<file path="config.mk">
export PLATFORM = sky130hd
export DESIGN_NAME = multicycle_control
export DESIGN_NICKNAME = d
export VERILOG_FILES = /design/src/rtl/multicycle_pkg.sv /design/src/rtl/multicycle_control_alu_op_decode.sv /design/src/rtl/multicycle_control.sv
export SDC_FILE = /design/constraint.sdc
export NUM_CORES = 1
export LEC_CHECK = 0
export CAP_MARGIN = 15
export CORE_UTILIZATION = 53
export CTS_BUF_LIST = sky130_fd_sc_hd__clkbuf_4
export CTS_CLUSTER_SIZE = 30
export DETAILED_ROUTE_END_ITERATION = 12
export PLACE_DENSITY_LB_ADDON = 0.2
export SLEW_MARGIN = 20
export SYNTH_ARGS = -nofsm -noshare
export SYNTH_HDL_FRONTEND = slang
export SYNTH_SLANG_ARGS = --single-unit
export TNS_END_PERCENT = 5
</file>
<file path="constraint.sdc">
create_clock -name clock -period 3.3 [get_ports clock]
set_input_delay 0.66 -clock clock [delete_from_list [all_inputs] [get_ports clock]]
set_output_delay 0.66 -clock clock [all_outputs]
set_load 0.005 [all_outputs]
</file>
<file path="src/rtl/multicycle_pkg.sv">
// Shared constants for the multi-cycle control unit.
// Holds opcode/funct3 values, ALU codes, ALUSrcB codes and the FSM state enum.
package multicycle_pkg;

    localparam logic [6:0] OP_LD  = 7'b0000011;
    localparam logic [6:0] OP_SD  = 7'b0100011;
    localparam logic [6:0] OP_R   = 7'b0110011;
    localparam logic [6:0] OP_I   = 7'b0010011;
    localparam logic [6:0] OP_BR  = 7'b1100011;

    localparam logic [2:0] F3_LDSD = 3'b011;
    localparam logic [2:0] F3_ADD  = 3'b000;
    localparam logic [2:0] F3_SLL  = 3'b001;
    localparam logic [2:0] F3_OR   = 3'b110;
    localparam logic [2:0] F3_AND  = 3'b111;
    localparam logic [2:0] F3_BEQ  = 3'b000;

    localparam logic [3:0] ALU_ADDR = 4'b0000;
    localparam logic [3:0] ALU_BEQ  = 4'b0001;
    localparam logic [3:0] ALU_ADD  = 4'b0010;
    localparam logic [3:0] ALU_SUB  = 4'b0011;
    localparam logic [3:0] ALU_SLL  = 4'b0100;
    localparam logic [3:0] ALU_OR   = 4'b0101;
    localparam logic [3:0] ALU_AND  = 4'b0110;
    localparam logic [3:0] ALU_ORI  = 4'b0111;

    localparam logic [1:0] SRCB_RS2  = 2'b00;
    localparam logic [1:0] SRCB_FOUR = 2'b01;
    localparam logic [1:0] SRCB_IMM  = 2'b10;

    typedef enum logic [3:0] {
        S_FETCH,
        S_DECODE,
        S_MEM_ADDR,
        S_MEM_READ,
        S_MEM_WB,
        S_MEM_WRITE,
        S_EXEC_R,
        S_EXEC_I,
        S_ALU_WB,
        S_BRANCH,
        S_TRAP
    } state_t;

endpackage

</file>
<file path="src/rtl/multicycle_control_alu_op_decode.sv">
// Combinational instruction-field decoder: Opcode/Funct3/Funct7b5 -> ALU op + legal flag.
// Ports: i_opcode, i_funct3, i_funct7b5 in; o_op (4b), o_legal out.
module alu_op_decode
    import multicycle_pkg::*;
(
    input  logic [6:0] i_opcode,
    input  logic [2:0] i_funct3,
    input  logic       i_funct7b5,
    output logic [3:0] o_op,
    output logic       o_legal
);

    always_comb begin
        o_op    = ALU_ADDR;
        o_legal = 1'b0;
        case (i_opcode)
            OP_LD, OP_SD: begin
                o_op    = ALU_ADDR;
                o_legal = (i_funct3 == F3_LDSD);
            end
            OP_BR: begin
                o_op    = ALU_BEQ;
                o_legal = (i_funct3 == F3_BEQ);
            end
            OP_I: begin
                o_op    = ALU_ORI;
                o_legal = (i_funct3 == F3_OR);
            end
            OP_R: begin
                case (i_funct3)
                    F3_ADD: begin
                        o_op    = i_funct7b5 ? ALU_SUB : ALU_ADD;
                        o_legal = 1'b1;
                    end
                    F3_SLL: begin
                        o_op    = ALU_SLL;
                        o_legal = !i_funct7b5;
                    end
                    F3_OR: begin
                        o_op    = ALU_OR;
                        o_legal = !i_funct7b5;
                    end
                    F3_AND: begin
                        o_op    = ALU_AND;
                        o_legal = !i_funct7b5;
                    end
                    default: begin
                        o_op    = ALU_ADDR;
                        o_legal = 1'b0;
                    end
                endcase
            end
            default: begin
                o_op    = ALU_ADDR;
                o_legal = 1'b0;
            end
        endcase
    end

endmodule

</file>
<file path="src/rtl/multicycle_control.sv">
// Multi-cycle control FSM for ld/sd/beq/add/sub/sll/or/and/ori with retired-instr counter.
// Ports: clock, reset, Opcode, Funct3, Funct7b5, Zero, MemReady in; datapath strobes,
// Operation, InstrCount out; Illegal out only when ILLEGAL_TRAP_EN is defined (trap state).
module multicycle_control
    import multicycle_pkg::*;
#(
    parameter int COUNT_W = 32
) (
    input  logic               clock,
    input  logic               reset,
    input  logic [6:0]         Opcode,
    input  logic [2:0]         Funct3,
    input  logic               Funct7b5,
    input  logic               Zero,
    input  logic               MemReady,
    output logic [3:0]         Operation,
    output logic               IRWrite,
    output logic               PCWrite,
    output logic               PCSource,
    output logic               IorD,
    output logic               MemRead,
    output logic               MemWrite,
    output logic               RegWrite,
    output logic               MemtoReg,
    output logic               ALUSrcA,
    output logic [1:0]         ALUSrcB,
    output logic [COUNT_W-1:0] InstrCount
`ifdef ILLEGAL_TRAP_EN
    ,
    output logic               Illegal
`endif
);

    state_t               r_state;
    logic [3:0]           r_op;
    logic                 r_is_ld;
    logic [COUNT_W-1:0]   r_count;
    logic [3:0]           w_op;
    logic                 w_legal;

    alu_op_decode u_dec (
        .i_opcode   (Opcode),
        .i_funct3   (Funct3),
        .i_funct7b5 (Funct7b5),
        .o_op       (w_op),
        .o_legal    (w_legal)
    );

    always_ff @(posedge clock or posedge reset) begin
        if (reset) begin
            r_state <= S_FETCH;
            r_op    <= ALU_ADDR;
            r_is_ld <= 1'b0;
            r_count <= '0;
        end else begin
            case (r_state)
                S_FETCH: begin
                    if (MemReady) r_state <= S_DECODE;
                end
                S_DECODE: begin
                    // Latch the op so ALU_WB can keep driving it.
                    r_op    <= w_op;
                    r_is_ld <= (Opcode == OP_LD);
                    if (!w_legal) begin
`ifdef ILLEGAL_TRAP_EN
                        r_state <= S_TRAP;
`else
                        r_state <= S_FETCH;
`endif
                    end else begin
                        case (Opcode)
                            OP_LD, OP_SD: r_state <= S_MEM_ADDR;
                            OP_R:         r_state <= S_EXEC_R;
                            OP_I:         r_state <= S_EXEC_I;
                            OP_BR:        r_state <= S_BRANCH;
                            default:      r_state <= S_FETCH;
                        endcase
                    end
                end
                S_MEM_ADDR: begin
                    r_state <= r_is_ld ? S_MEM_READ : S_MEM_WRITE;
                end
                S_MEM_READ: begin
                    if (MemReady) r_state <= S_MEM_WB;
                end
                S_MEM_WRITE: begin
                    if (MemReady) begin
                        r_count <= r_count + 1'b1;
                        r_state <= S_FETCH;
                    end
                end
                S_EXEC_R, S_EXEC_I: begin
                    r_state <= S_ALU_WB;
                end
                S_MEM_WB, S_ALU_WB, S_BRANCH: begin
                    r_count <= r_count + 1'b1;
                    r_state <= S_FETCH;
                end
                S_TRAP: begin
                    r_state <= S_TRAP;
                end
                default: begin
                    r_state <= S_FETCH;
                end
            endcase
        end
    end

    // Moore decode; FETCH and BRANCH gate their PC/IR loads on MemReady/Zero.
    always_comb begin
        Operation = ALU_ADDR;
        IRWrite   = 1'b0;
        PCWrite   = 1'b0;
        PCSource  = 1'b0;
        IorD      = 1'b0;
        MemRead   = 1'b0;
        MemWrite  = 1'b0;
        RegWrite  = 1'b0;
        MemtoReg  = 1'b0;
        ALUSrcA   = 1'b0;
        ALUSrcB   = SRCB_RS2;
        case (r_state)
            S_FETCH: begin
                MemRead = 1'b1;
                ALUSrcB = SRCB_FOUR;
                IRWrite = MemReady;
                PCWrite = MemReady;
            end
            S_DECODE: begin
                ALUSrcB = SRCB_IMM;
            end
            S_MEM_ADDR: begin
                ALUSrcA = 1'b1;
                ALUSrcB = SRCB_IMM;
            end
            S_MEM_READ: begin
                IorD    = 1'b1;
                MemRead = 1'b1;
            end
            S_MEM_WB: begin
                RegWrite = 1'b1;
                MemtoReg = 1'b1;
            end
            S_MEM_WRITE: begin
                IorD     = 1'b1;
                MemWrite = 1'b1;
            end
            S_EXEC_R: begin
                ALUSrcA   = 1'b1;
                Operation = r_op;
            end
            S_EXEC_I: begin
                ALUSrcA   = 1'b1;
                ALUSrcB   = SRCB_IMM;
                Operation = ALU_ORI;
            end
            S_ALU_WB: begin
                RegWrite  = 1'b1;
                Operation = r_op;
            end
            S_BRANCH: begin
                ALUSrcA   = 1'b1;
                Operation = ALU_BEQ;
                PCSource  = 1'b1;
                PCWrite   = Zero;
            end
            default: begin
                Operation = ALU_ADDR;
            end
        endcase
    end

    assign InstrCount = r_count;

`ifdef ILLEGAL_TRAP_EN
    assign Illegal = (r_state == S_TRAP);
`endif

endmodule

</file>
# == Word-level counts from Yosys, hierarchy flattened ==
# Cells that the tools add are included.
# word_totals
out_inout_bits,47
word_cells,68
inputBits,15
ff_bits,41
# classes
n_reduce_logical,16
n_eq_ne,22
addsub,1
mux,25
# op_table
op,n
$pmux 32 s2,1
$add 32x1->32 const B,1
$mux 32,1
$pmux 4 s4,2
$pmux 4 s7,1
$pmux 4 s3,2
$eq 4x3->1 const B,4
$mux 4,4
$eq 7x6->1 const B,2
$eq 4x4->1 const B,3
$reduce_or 2->1,6
$mux 1,9
$reduce_or 3->1,3
$eq 4x2->1 const B,2
$eq 7x2->1 const B,1
$eq 7x5->1 const B,1
$eq 7x7->1 const B,1
$eq 3x3->1 const B,2
$ne 2x2->1 const B,3
$eq 4x1->1 const B,1
$logic_not 4->1,1
$pmux 1 s2,2
$pmux 1 s4,1
$pmux 2 s2,1
9 further kinds,9

# == Longest topological paths before layout ==
# Gate-level depths: netlist (run 1).
# depth
depth_word,6
ltp_mapped,7
ltp_nobuf,5

# == Modules after synthesis ==
# A second synthesis (run 1) with hierarchy kept.
# unflattened
hier_cells,236
area_unflattened_um2,2311.0
# modules_own_cells
module,area_each_um2,n_inst,seq_area_each_um2,cells_per_inst
multicycle_control,2140.8,1,1026.0,206
alu_op_decode,170.2,1,0.0,30

# == Least setup slack after synthesis (run 1) ==
# OpenSTA, ideal clock, no wires.
# synth_timing
kind,reg2reg
start,reg r_state[3]
end,reg r_op[1]
synth_period_minus_slack_ns,1.947
stages_incl_launch_ff,7
required_ns,3.226
arrival_ns,1.874
setup_time_ns,0.074
setup_slack_ns,1.353
path_buffers,1
path_cell_list,dfrtp_1 -> nand2b_4 -> or3_4 -> or4_4 -> buf_6 -> or2_4 -> o21ai_2
# synth_via
elab_chain_cells,1
# synth_lines
item,line_no,source
from (decl),multicycle_control.sv:34,state_t r_state;
from (signal assigned),multicycle_control.sv:81,r_state <= r_is_ld ? S_MEM_READ : S_MEM_WRITE;
$eq 4x1->1,multicycle_control.sv:56,case (r_state)
to (signal assigned),multicycle_control.sv:62,r_op <= w_op;
to (decl),multicycle_control.sv:35,logic [3:0] r_op;
# No other way between the ends.
# A chain may end at the register's enable or synchronous reset.

# == Final worst setup path (run 1) ==
# layout_timing
start,reg r_state[3]
end,out Operation[0]
# layout_via
elab_chain_cells,3
elab_cells_between_ends,6
classes_between,eq/ne: 4; mux: 1; reduce/logical: 1
# layout_lines
item,line_no,source
$eq 4x3->1 / $eq 4x4->1 (equally long branches),multicycle_control.sv:122,case (r_state)
$reduce_or 2->1 (no line),n/a,
$pmux 4 s3 (*),multicycle_control.sv:122,
to (decl),multicycle_control.sv:16,"output logic [3:0] Operation,"
# Mark *: on every way between the ends. The rest lies on a longest branch, timed or not.

==> summary.txt, run 1 <==
Detailed routing
  • First-pass DRT Iterations: 4
  • Post-route ant nets: 0
  • Routed WL: 4530 um
  • DRC: 0
  • Drt initial violations: about 120
  • Routed vias/inst: between 5 and 6
  • Drt wl/cell: approximately 14 um
  • Routed vias: 1,823

Critical path
  • Crit end category: output port
  • Worst path max stage delay: 0.59 ns
  • Crit-path max FO: 16
  • Crit path buf inv count: 1
  • WP data required: approximately 2.6 ns
  • WS Path Type: reg -> out
  • Cell Chain, Critical Path: nor2b_1, nand2_1, o21ai_0, o21a_1, clkdlybuf4s50_1
  • Critical Path AT: between 2 and 2.5 ns
  • Critical-path top delay cell: dfrtp_1
  • Startpoint types: flip-flop
  • Top cell family by delay on the critical path: flip-flops

Clocking
  • CTS buffer count: 5
  • Clock Sinks: 40
  • Clk_lat worst skew: 0.35 ns
  • # H-tree levels: 2
  • CTS Hold Bufs: 0
  • CTS clk-pin slew, worst paths: ~0.13 ns
  • Post-CTS sizing: 0
  • CTS tree: done
  • CTS max path bufs: 2
  • Root Driver: clkbuf_4
  • Setup Buffers After CTS: 0

STA
  • Worst Max-Slew Pin Slew: between 0.6 and 0.7 ns
  • Fin. max-slew vios: 0
  • Highest clock rate: roughly 0.36 GHz
  • Final Skew: 0.0195 ns
  • Fin Setup TNS: 0 ns
  • Hold_ws: ~0.49 ns
  • Slew HR: about three fifths
  • Final setup vio count: 0
  • Final Hold Fails: 0
  • Min Tclk post-route: around 2.8 ns
  • Final period util: a little over four fifths
  • RSZ-0062 raised after global routing: false

Synth
  • Top FF cell, synth: dfrtp_1
  • Register bit total from synthesis: 40
  • Syn Inst Count: between 200 and 250
  • Syn nets: 243
  • Seq/Total Area, Yosys: between 40% and 50%
  • Mapped cell area: ~2200 sq um
  • Post-synth EDFFs: 0
  • Post-synth ARST share: 100%
  • Synth unique cells: 48
  • Syn_area_per_cell: 9.73 sq um
  • Synth warnings: 0

Placement
  • Port bufs: 60
  • RePlAce Congestion: a little over 0.8
  • Hpwl dp: ~3200 um

Hold path
  • Hold WC Path Type: reg -> reg

Final layout
  • Layout cells sized above 1: under 10%
  • Area of the multi-input gates: between 1000 and 1500 sq um
  • Nets: between 300 and 400
  • Area growth, synth to finish: 31.8%
  • Antenna cells: 0
  • Register area: 1000 sq um
  • Fillers: between 200 and 300

Power and ir drop
  • Max VDD drop: 0.251 mV
  • Lkg Pwr: 1.20 nW
  • PwrDens: between 300 and 400 nW/um^2

Global routing
  • Grt total ovfl: 0
  • Pin count of the biggest net entering global routing: 41
  • First-pass GRT wire length: about 7900 um
  • GRT Total Usage: 23.8%
  • Initial antenna violation count: 0
  • Vias in the first global route: 1,754

Job
  • Max_cap viols: 0

Floorplan
  • Die ar.: around 4400 sq um
  • # rows: 23
  • I/O pin count: 62
  • Die Span Y: 66.4 um
  • Die span in x: approximately 66 um
  • Starting density of the core: 55.0%
  • Core area: about 4000 sq um

Outcome
  • Status: finished clean
worst reg2reg max path, stage by stage, from the launching register on:
cell,delay (ns)
dfrtp_1,0.59
nand2b_4,0.24
or3_4,0.38
or4_4,0.54
or2_4,0.28
o21ai_2,0.12
kinds of logic (layout without fill, tap and decap cells):
kind of cell	after synthesis	after routing	synth area share [%]
and+or+nand+nor	101	101	25.4
DFF	40	40	45.5
xor gates and xnor gates	34	34	13.5
AOI/OAI and AO/OA	33	33	10.3
buffers and inverters	13	72	3.01
adders and majority gates	2	2	1.14
muxes	2	2	0.967
other	1	1	0.170
flip-flops by register name, summed over array words and instances, names as in the netlist:
register and cells:
r_op 3, InstrCount 32, r_state 4, r_is_ld 1
placed cells by master (no fill, tap or decap), types with 3 or more instances in the layout:
master	count
nand2_1	24
and2_1	3
nor2b_1	3
nand2b_1	4
nor3_1	10
clkdlybuf4s50_1	60
o21ai_0	7
and3_1	6
dfrtp_1	40
xnor2_1	25
xor2_1	9
nand4_1	9
nand3_1	12
nor2_1	14
a21oi_1	7
and4_1	4
o21a_1	4
clkbuf_4	5
metal layers:
| metal | part of all wire (%) | wire (um) | global-route usage [%] |
|---|---|---|---|
| met5 | 0 | 0 | 0 |
| met4 | 1.4 | 65 | 8.24 |
| met3 | 5.0 | 227 | 5.00 |
| met2 | 46 | 2070 | 37.5 |
| met1 | 48 | 2170 | 32.3 |
report_power, final:
group	internal [W]	switching [W]
Combinational	0.0000465	0.0000388
Clock	0.000158	0.000168
Sequential	0.000494	0.00000876
Total	0.000699	0.000215
worst paths after layout:
check,startpoint,end,slack (ns),cells after the start
min in group asynchronous,reset,InstrCount[3],0.71,3
worst min register to register,InstrCount[31],InstrCount[31],0.49,1
worst min-delay path,InstrCount[31],InstrCount[31],0.49,1
worst max-delay path,r_state[3],Operation[0],0.52,5
worst max register to register,r_state[3],r_op[1],1.08,5
max in group asynchronous,reset,r_op[0],2.25,3
Yosys cell counts, drive strengths merged (2+ instances only):
master | instances | area (sq um)
o21ai | 9 | 52.6
nor4 | 2 | 12.5
nand2 | 24 | 90.1
inv | 2 | 7.51
or2 | 2 | 15.0
buf | 5 | 36.3
nor3 | 10 | 50.1
xor2 | 9 | 78.8
nor2b | 3 | 18.8
nand4 | 9 | 56.3
a21o | 2 | 15.0
ha | 2 | 25.0
o41ai | 2 | 17.5
nand3 | 12 | 60.1
nand2b | 5 | 38.8
and4 | 4 | 35.0
o22ai | 2 | 18.8
dfrtp | 40 | 1000
nor2 | 14 | 52.6
a21oi | 7 | 35.0
clkbuf | 6 | 22.5
xnor2 | 25 | 219
and3 | 6 | 37.5
nor3b | 2 | 20.0
o21a | 4 | 30.0
and2 | 3 | 18.8
per-stage QoR:
stage	power (W)	cells	worst slack [ns]	area, sq um	utilization [%]
global route	0.000948	335	0.316	2900	72.5
detailed placement	0.000599	327	0.660	2820	70.5
finish	0.000914	335	0.523	2900	72.5
floorplan	0.000558	226	1.35	2200	-
global placement	0.000597	327	0.756	2820	70.5
CTS	0.000918	335	0.492	2900	72.5
layout make-up:
cell class / instances / area share (%)
Clock inverter: 3 / 1.47
Tap cell: 50 / 2.16
Multi-Input combinational cell: 173 / 39.1
Clock buffer: 5 / 1.29
Timing Repair Buffer: 62 / 21.2
Inverter: 2 / 0.259
Sequential cell: 40 / 34.5
Note: power is estimated with default switching activity, not from simulation.
==> run 2, diff against run 1 <==
CORE_UTILIZATION = 49   (was 53)
clock period = 2.6 ns   (was 3.3 ns; I/O delays follow)
==> run 2 against run 1 <==
Net effect: worst hold slack lost 0.0063 ns; largest cell class unchanged; clock-buffer cell count is the same; register-to-register slack lost 0.62 ns.
==> summary.txt, run 2 (synthesized netlist as in run 1, its figures left out) <==
Outcome
  • Status: finished clean

Critical path
  • Crit-path max FO: 11 (-5)
  • WS Path Type: reg -> out
  • Worst path max stage delay: 0.53 ns (-0.06 ns)
  • Top cell family by delay on the critical path: buffers and inverters
  • Startpoint types: flip-flop
  • Crit end category: output port
  • Critical-path top delay cell: clkdlybuf4s50_1
  • WP data required: 2.08 ns (-0.56 ns)
  • Crit path buf inv count: 2 (+1)
  • Critical Path AT: 1.95 ns (-0.17 ns)
  • Cell Chain, Critical Path: buf_4, nand2b_1, nor3_1, clkdlybuf4s50_1

Placement
  • RePlAce Congestion: 0.818 (-0.12%)
  • Port bufs: 60 (unchanged)
  • Placed Area: 2850 sq um (+1.2%)
  • Hpwl dp: 3360 um (+3.9%)

Clocking
  • CTS max path bufs: 2 (unchanged)
  • # H-tree levels: 2 (unchanged)
  • Clk_lat worst skew: 0.35 ns (about the same)
  • CTS buffer count: 5 (unchanged)
  • Setup Buffers After CTS: 0 (unchanged)
  • CTS tree: done
  • CTS clk-pin slew, worst paths: 0.12 ns (about the same)
  • CTS Hold Bufs: 0 (unchanged)
  • Root Driver: clkbuf_4
  • Clock Sinks: 40 (unchanged)

Power and ir drop
  • PwrDens: 360 nW/um^2 (+14%)
  • Max VDD drop: 0.262 mV (+4.4%)
  • Switching Power: 0.000266 W (+24%)
  • Comb power frac: 10.9% (+1.6 points)
  • Power Internal: 0.000788 W (+13%)
  • Lkg Pwr: 1.22 nW (+1.5%)
  • Clock power share: 28.7% (-7.0 points)
  • Switch share: 25.2% (+1.7 points)
  • Share of power burned in registers: 60.5% (+5.5 points)

STA
  • Highest clock rate: about 0.40 GHz
  • Slew HR: 62.3% (+3.0 points)
  • Final Skew: 0.00781 ns (-0.0117 ns)
  • Min Tclk post-route: approximately 2.5 ns
  • Final Hold Fails: 0 (unchanged)
  • Final setup vio count: 0 (unchanged)
  • Worst Max-Slew Pin Slew: 0.561 ns (-0.0452 ns)
  • RSZ-0062 raised after global routing: true
  • Fin Setup TNS: 0 ns (unchanged)
  • Fin. max-slew vios: 0 (unchanged)
  • Final period util: between 90% and 100%

Floorplan
  • Die span in x: 69 um (+3.9%)
  • I/O pin count: 62 (unchanged)
  • Core area: 4320 sq um (+8.1%)
  • # rows: 24 (+4.3%)
  • Starting density of the core: 50.9% (-4.1 points)
  • Die ar.: 4760 sq um (+7.9%)
  • Die Span Y: 69 um (+3.9%)

Job
  • Max_cap viols: 0 (unchanged)

Detailed routing
  • First-pass DRT Iterations: 5 (+1)
  • Drt wl/cell: 13.6 um (+0.47%)
  • Drt initial violations: 97 (-16%)
  • Routed WL: 4630 um (+2.3%)
  • Post-route ant nets: 0 (unchanged)
  • Routed vias/inst: 5.48 (+0.77%)
  • DRC: 0 (unchanged)
  • Routed vias: 1,870 (+2.6%)

Global routing
  • Vias in the first global route: 1,747 (-0.40%)
  • Grt total ovfl: 0 (unchanged)
  • Pin count of the biggest net entering global routing: 41 (unchanged)
  • GRT Total Usage: 21.0% (-2.7 points)
  • First-pass GRT wire length: 8140 um (+2.5%)
  • Initial antenna violation count: 0 (unchanged)

Hold path
  • Hold WC Path Type: reg -> reg

Final layout
  • Finished Cell Area: 2930 sq um (+1.2%)
  • Most frequent cells in the layout: clkdlybuf4s50_1 (60), dfrtp_1 (36), xnor2_1 (25), nand2_1 (24), nor2_1 (14)
  • Layout cells sized above 1: 11.1% (+3.7 points)
  • Fillers: 375 (+27%)
  • Antenna cells: 0 (unchanged)
  • Area growth, synth to finish: 33.3%
  • Nets: 305 (+1.3%)
  • Number of flip-flops in the largest register: 32 (unchanged)
  • Commonest non-fill, non-tap cell in the layout: clkdlybuf4s50_1
run 2: per-layer routing:
metal  wire [um]  global-route usage [%]
met5           0                       0
met2        2170                    31.3
met1        2130                    29.3
met4          97                    8.84
met3         243                    5.26
run 2: path summary, 6_finish.rpt:
kind	end	cells after the start	slack, ns	startpoint
min reg2reg	InstrCount[31]	1	0.48	InstrCount[31]
max in group asynchronous	r_state[2]	3	1.65	reset
max reg2reg	r_op[1]	5	0.46	r_state[1]
min in group asynchronous	InstrCount[0]	3	0.57	reset
max	MemtoReg	4	0.13	r_state[1]
min	InstrCount[31]	1	0.48	InstrCount[31]
run 2: through the flow:
step | setup WS (ns) | std cells | hold WS (ns) | util [%] | total power, W
2_1_floorplan | 0.653 | 226 | 0.450 | - | 0.000708
3_3_place_gp | 0.214 | 333 | 0.468 | 65.9 | 0.000760
3_5_place_dp | 0.187 | 333 | 0.467 | 65.9 | 0.000763
4_1_cts | 0.0171 | 341 | 0.485 | 67.2 | 0.00106
5_1_grt | -0.0241 | 341 | 0.502 | 67.8 | 0.00111
6_report | 0.130 | 341 | 0.485 | 67.8 | 0.00105
run 2: power by group through the flow:
stage	logic, W	registers (W)	clock network (W)
floorplan	0.0000637	0.000644	0
global route	0.000129	0.000640	0.000339
global placement	0.000112	0.000648	0
CTS	0.000114	0.000637	0.000311
detailed placement	0.000114	0.000649	0
finish	0.000115	0.000638	0.000302
run 2: worst register-to-register path: stages (launching register included):
cell     delay (ns)
dfrtp_2        0.51
buf_4          0.20
or3_4          0.42
or4_4          0.54
or2_4          0.28
o21ai_2        0.12
run 2: layout make-up:
class	instances	area (sq um)	area share [%]
multi-input combinational	173	1160	39.5
sequential	40	1010	34.3
timing repair buffer	66	646	22.0
clock buffer	5	37.5	1.28
inverter	2	7.51	0.256
clock inverter	3	13.8	0.469
tap	52	65.1	2.22
run 2: what timing repair did:
action	4_1_cts	5_1_grt
resized for setup	1	7
setup endpoints to repair	2	8
hold endpoints to repair	0	0
